## config.mk

```make
export PLATFORM = sky130hd
export DESIGN_NAME = wallace_final_cpa
export DESIGN_NICKNAME = d
export VERILOG_FILES = /design/src/rtl/wallace_final_cpa.sv
export SDC_FILE = /design/constraint.sdc
export NUM_CORES = 1
export LEC_CHECK = 0
export ABC_AREA = 1
export CAP_MARGIN = 10
export CORE_MARGIN = 2
export CORE_UTILIZATION = 45
export DETAILED_ROUTE_END_ITERATION = 10
export PLACE_DENSITY_LB_ADDON = 0.1
export SYNTH_ARGS = -nofsm -noshare
export SYNTH_HDL_FRONTEND = slang
export SYNTH_SLANG_ARGS = --single-unit
```

## constraint.sdc

```tcl
create_clock -name clk -period 3.7 [get_ports clk]
set_input_delay 0.555 -clock clk [delete_from_list [all_inputs] [get_ports clk]]
set_output_delay 0.555 -clock clk [all_outputs]
set_load 0.05 [all_outputs]
```

## src/rtl/wallace_final_cpa.sv

```systemverilog
// wallace_final_cpa: final carry-propagate stage of the 32x32 Wallace multiplier.
// Adds the last CSA sum/carry pair in two pipeline stages (low half, then high
// half plus the low-half carry) and hands {product, tag} to the CDB arbiter
// over a valid/ready handshake. Two ops can be in flight; stalls back-pressure
// upstream without losing or duplicating work.
// Optional feature macro: WALLACE_CPA_FLUSH_EN (flush kills all in-flight ops).
module wallace_final_cpa #(
  parameter int W     = 64,
  parameter int TAG_W = 4
) (
  input  logic             clk,
  input  logic             rst,
  input  logic             in_valid,
  output logic             in_ready,
  input  logic [W-1:0]     sum_vec,
  input  logic [W-1:0]     carry_vec,
  input  logic [TAG_W-1:0] in_tag,
  input  logic             flush,
  output logic             out_valid,
  input  logic             out_ready,
  output logic [W-1:0]     product,
  output logic [TAG_W-1:0] out_tag,
  output logic             busy
);
  localparam int H = W / 2;

  typedef struct packed {
    logic [H-1:0]     lo;
    logic             c;
    logic [H-1:0]     sum_hi;
    logic [H-1:0]     carry_hi;
    logic [TAG_W-1:0] tag;
  } s1_t;

  typedef struct packed {
    logic [W-1:0]     prod;
    logic [TAG_W-1:0] tag;
  } s2_t;

  s1_t  s1_q;
  s2_t  s2_q;
  logic s1_valid, s2_valid;
  logic s2_free, s1_adv, accept, kill;
  logic [H:0]   lo_sum;
  logic [H-1:0] hi_sum;

`ifdef WALLACE_CPA_FLUSH_EN
  assign kill = flush;
`else
  // Port kept for a uniform interface; it has no effect in this build.
  logic unused_flush;
  assign unused_flush = flush;
  assign kill = 1'b0;
`endif

  // Handshake: S1 drains into S2 whenever S2 is empty or leaving this cycle.
  assign s2_free  = !s2_valid | out_ready;
  assign s1_adv   = s1_valid & s2_free;
  assign in_ready = (!s1_valid | s1_adv) & !kill;
  assign accept   = in_valid & in_ready;

  // Low half with carry-out; high half folds in the registered carry.
  assign lo_sum = {1'b0, sum_vec[H-1:0]} + {1'b0, carry_vec[H-1:0]};
  assign hi_sum = s1_q.sum_hi + s1_q.carry_hi + {{(H-1){1'b0}}, s1_q.c};

  // Stage occupancy; reset beats flush beats normal flow.
  always_ff @(posedge clk) begin
    if (rst || kill) begin
      s1_valid <= 1'b0;
      s2_valid <= 1'b0;
    end else begin
      s2_valid <= s1_adv | (s2_valid & !out_ready);
      s1_valid <= accept | (s1_valid & !s1_adv);
    end
  end

  // Stage data loads only on its own advance, so S2 holds through CDB stalls.
  always_ff @(posedge clk) begin
    if (rst) begin
      s1_q <= '0;
      s2_q <= '0;
    end else begin
      if (accept) begin
        s1_q.lo       <= lo_sum[H-1:0];
        s1_q.c        <= lo_sum[H];
        s1_q.sum_hi   <= sum_vec[W-1:H];
        s1_q.carry_hi <= carry_vec[W-1:H];
        s1_q.tag      <= in_tag;
      end
      if (s1_adv) begin
        s2_q.prod <= {hi_sum, s1_q.lo};
        s2_q.tag  <= s1_q.tag;
      end
    end
  end

  assign out_valid = s2_valid;
  assign product   = s2_q.prod;
  assign out_tag   = s2_q.tag;
  assign busy      = s1_valid | s2_valid;
endmodule

```

=== Word-level counts from Yosys, hierarchy flattened ===
Index checks and enable logic that the tools add are counted.

* Add/subtract/negate cells: 3
* Bitwise operators: 9
* Reduce and logical (&&, ||, !) cells: 4

{| class="wikitable"
|+ Operators by type and width
! cell !! number
|-
| adder 32 x 32 -> 33 bit || 1
|-
| adder 32 x 1 -> 32 bit || 1
|-
| adder 32 bit || 1
|-
| bitwise OR 1 bit || 5
|-
| bitwise AND 1 bit || 4
|-
| logical NOT 1 bit || 4
|}

* Bits in registers: 171
* Input bits: 137
* Output and inout port bits: 71
* Word-level logic and storage cells: 25

=== Depth between registers and ports, before layout ===
* Word-level depth: 6
* Gate-level depth with buffers: 13
* Depth with buffers taken out: 13

=== Worst setup path after synthesis ===
OpenSTA, ideal clock, no wires.

* Path type: register to register
* Start point: reg s2_valid, in the netlist out_valid
* End point: reg s1_q[86] (netlist bit)
* Setup time: 0.115 ns
* Data arrival time: 2.040 ns
* Data required time: 3.585 ns
* Setup slack: 1.545 ns
* Cell stages (with the launch flop): 8
* Buffers on the path: 2
* Period minus slack after synthesis: 2.155 ns
* Path through: dfxtp_1 nand3_1 nand2_1 buf_4 buf_2 a21oi_1 o21ai_0 inv_1

* Longest elaborated chain between the ends: 5

{| class="wikitable"
|+ RTL lines
! element !! RTL line !! text
|-
| from (decl) || 42 || <nowiki>logic s1_valid, s2_valid;</nowiki>
|-
| from (signal assigned) || 72 || <nowiki>s2_valid <= s1_adv | (s2_valid & !out_ready);</nowiki>
|-
| logical NOT 1 bit || 57 || <nowiki>assign s2_free = !s2_valid | out_ready;</nowiki>
|-
| bitwise OR 1 bit || 57 ||
|-
| bitwise AND 1 bit || 58 || <nowiki>assign s1_adv = s1_valid & s2_free;</nowiki>
|-
| bitwise OR 1 bit || 59 || <nowiki>assign in_ready = (!s1_valid | s1_adv) & !kill;</nowiki>
|-
| via in_ready || 14 || <nowiki>output logic in_ready,</nowiki>
|-
| bitwise AND 1 bit || 60 || <nowiki>assign accept = in_valid & in_ready;</nowiki>
|-
| to (decl) || 40 || <nowiki>s1_t s1_q;</nowiki>
|}

The timed path passes the listed nets, and every way through them passes these cells.
A chain may end at the register's enable or synchronous reset.

=== Worst setup path after layout ===
* Start point: in out_ready
* End point: out in_ready

* Longest elaborated chain between the ends: 3

{| class="wikitable"
|+ RTL lines
! element !! RTL line !! text
|-
| from (decl) || 20 || <nowiki>input logic out_ready,</nowiki>
|-
| bitwise OR 1 bit || 57 ||
|-
| bitwise AND 1 bit || 58 ||
|-
| bitwise OR 1 bit || 59 ||
|-
| to (decl) || 14 ||
|}

No other way between the ends.

==> flow_summary_export.csv <==
group,metric,value,unit
timing,slew_headroom,0.529,
job,drv_cap,0,
yosys,yosysSeqAreaShare,0.317,
critical_path,crit_buf_inv,3,
timing,setup-violations-final,0,
floorplan,initial_utilization,0.459,
detailed_routing,vias_per_cell,4.76,
grt,grt_use_total,0.232,
detailed_routing,vias,10900,
detailed_routing,drt-pass1-iter-count,5,
timing,hold_violations,0,
critical_path,crit_family,"buffers and inverters",
yosys,syn_inst,1770,
clocking,clk_latency,0.44,ns
yosys,ys_ff_latch,171,
layout,fin_util,0.584,
placement,port_buffers,206,
placement,postPlaceCellArea,0.0131,mm^2
timing,hold_slack,0.445,ns
detailed_routing,wl,29500,um
detailed_routing,drt_iter0_markers,661,
yosys,ys_warn_count,0,
timing,rsz0062_at_grt,"false",
layout,final_nets,2155,
layout,stdcell_count,2286,
critical_path,crit_chain,"clkdlybuf4s50_1 -> inv_1 -> nand3_1 -> clkdlybuf4s50_1",
detailed_routing,drc,0,
critical_path,critPathSlowestCell,"clkdlybuf4s50_1",
clocking,cts_resized,0,
yosys,synth-async-reset-ratio,0,
clocking,clock_sinks,171,
clocking,cts_tree,"built",
floorplan,dieArea,0.0253,mm^2
floorplan,rows,56,
clocking,cts_setup_buffers,0,
power,max-vdd-ir-drop,0.348,mV
yosys,syn_area,0.0108,mm^2
critical_path,end_kind,"primary output",
timing,setup_tns,0,ns
placement,gp_congestion,0.896,
clocking,holdBufCountCts,0,
power,power_density,389,mW/mm^2
floorplan,die_w,159,um
run_status,outcome,"completed",
critical_path,cp_max_fo,3,
timing,worstMarginPinSlew,0.705,ns
floorplan,die_h,159,um
timing,period_needed,2.62,ns
critical_path,required,3.14,ns
critical_path,critical_path_arrival,2.07,ns
placement,dp_slack,0.920,ns
layout,stdcell_area,0.0138,mm^2
layout,area_growth,27.3,%
layout,drive_gt1_frac,0.0432,
power,power,5.35,mW
placement,dp_cells,2253,
critical_path,crit_top_cell,"clkdlybuf4s50_1",
yosys,synth_cell_type_count,32,
clocking,clockBufferDepth,2,
power,p_leak,7.20,nW
grt,grt_pass1_wl,48400,um
placement,dpl.hpwl,22800,um
critical_path,crit_type,"in -> out",
timing,skew,0.0187,ns
yosys,synth.net_count,1972,
timing,setup_slack,1.08,ns
yosys,syn_avg_cell_area,6.10,um^2
clocking,clockRootBuffer,"clkbuf_16",
grt,grt_max_degree,55,
timing,post-route-period-util,0.709,
floorplan,coreArea,0.0235,mm^2
timing,clock.fmax,381,MHz
yosys,synth_flop_cell,"dfxtp_1",
clocking,htreeDepth,4,
clocking,cts.reportedPaths.clkPinSlew,0.08,ns
grt,antenna_found_initial,1,
grt,grt_pass1_vias,10200,
detailed_routing,ant_nets,0,
grt,overflow,0,
floorplan,ioPinCount,208,
critical_path,worst_setup_path_start_kind,"primary input",
detailed_routing,wl_per_cell,12.9,um
yosys,synth_edf_count,0,
timing,slew_viol_final,0,
critical_path,cp_slowest_stage_delay,0.84,ns
clocking,cts_buffers,17,
min_path,hold_class,"reg -> reg",
-- final cells by class --
type                       instances  area (um^2)
clock buffer                      17          425
timing repair buffer             217         2160
fill                            2434         9790
sequential                       171         3420
clock inverter                    15          188
multi-input combinational       1237         5990
inverter                         309         1160
antenna                            1         2.50
tap                              319          399
-- cells in the mapped netlist (2+ instances only) --
library cell / count / share of area
clkbuf_2: 2 / 0.00093
nand2_2: 14 / 0.0081
fa_1: 3 / 0.0056
inv_2: 6 / 0.0021
inv_1: 303 / 0.11
nor2_2: 9 / 0.0052
xnor2_1: 4 / 0.0032
clkbuf_1: 25 / 0.0087
and2_1: 2 / 0.0012
buf_4: 2 / 0.0014
buf_2: 21 / 0.0097
o21ai_1: 4 / 0.0019
nor2_1: 300 / 0.10
nand3_1: 83 / 0.038
ha_1: 62 / 0.072
o21ai_0: 139 / 0.064
a21oi_1: 107 / 0.050
o21bai_1: 6 / 0.0042
xor2_1: 25 / 0.020
nand3_2: 5 / 0.0046
nand2_1: 452 / 0.16
nand4_1: 6 / 0.0035
o21bai_2: 2 / 0.0021
a21o_1: 2 / 0.0014
nor3_1: 7 / 0.0032
buf_1: 3 / 0.0010
dfxtp_1: 171 / 0.32
-- kinds of logic (layout without fill, tap and decap cells) --
logic type      after synthesis  after routing  share of synthesized area
flops                       171            171                      0.317
xor+xnor                     29             29                     0.0235
other cells                   0              1                          0
simple gates                882            882                      0.329
compound gates              261            261                      0.124
buf+inv                     362            558                      0.129
fa+ha+maj                    65             65                     0.0774
-- flip-flops by register name, summed over array words and instances (netlist names) --
signal     flops
out_tag        4
out_valid      1
product       64
s1_q         101
s1_valid       1
-- path summary, 6_finish.rpt --
path	from	to	slack [ns]	cells past startpoint
max	out_ready	in_ready	1.08	4
min	s1_q[77]$_SDFFE_PP0P_	product[8]$_SDFFE_PP0P_	0.45	2
max reg2reg	s1_q[4]$_SDFFE_PP0P_	product[56]$_SDFFE_PP0P_	1.24	12
min reg2reg	s1_q[77]$_SDFFE_PP0P_	product[8]$_SDFFE_PP0P_	0.45	2
-- report_power, final --
part	switching [mW]	total, mW	internal [mW]
combinational	0.909	1.47	0.558
clock	0.892	1.82	0.924
sequential	0.0758	2.06	1.99
total	1.88	5.35	3.47
-- placed cells by master, fill, tap and decap left out, types with 5 or more instances in the layout --
cell type        count
a21oi_1            107
buf_4                9
clkbuf_16           17
clkdlybuf4s50_1    205
clkinv_8             5
dfxtp_1            171
ha_1                62
inv_1              302
inv_2                6
nand2_1            451
nand2_2             14
nand3_1             83
nand3_2              5
nand4_1              6
nor2_1             300
nor2_2               9
nor3_1               7
o21ai_0            139
o21bai_1             6
xor2_1              25
-- layer usage --
layer  GRT usage  wire [um]  up-vias
li1            -          -     5807
met1       0.275      13100     4806
met2       0.427      14500      220
met3      0.0328       1080       42
met4      0.0814        780        0
met5           0          0        -
-- worst min-delay path, delay by kind of cell (launching register included) --
family,cells,cell delay [ns]
DFF,1,0.30
buffers and inverters,1,0.06
AOI/OAI and AO/OA,1,0.05
(Power assumes the default switching activity.)
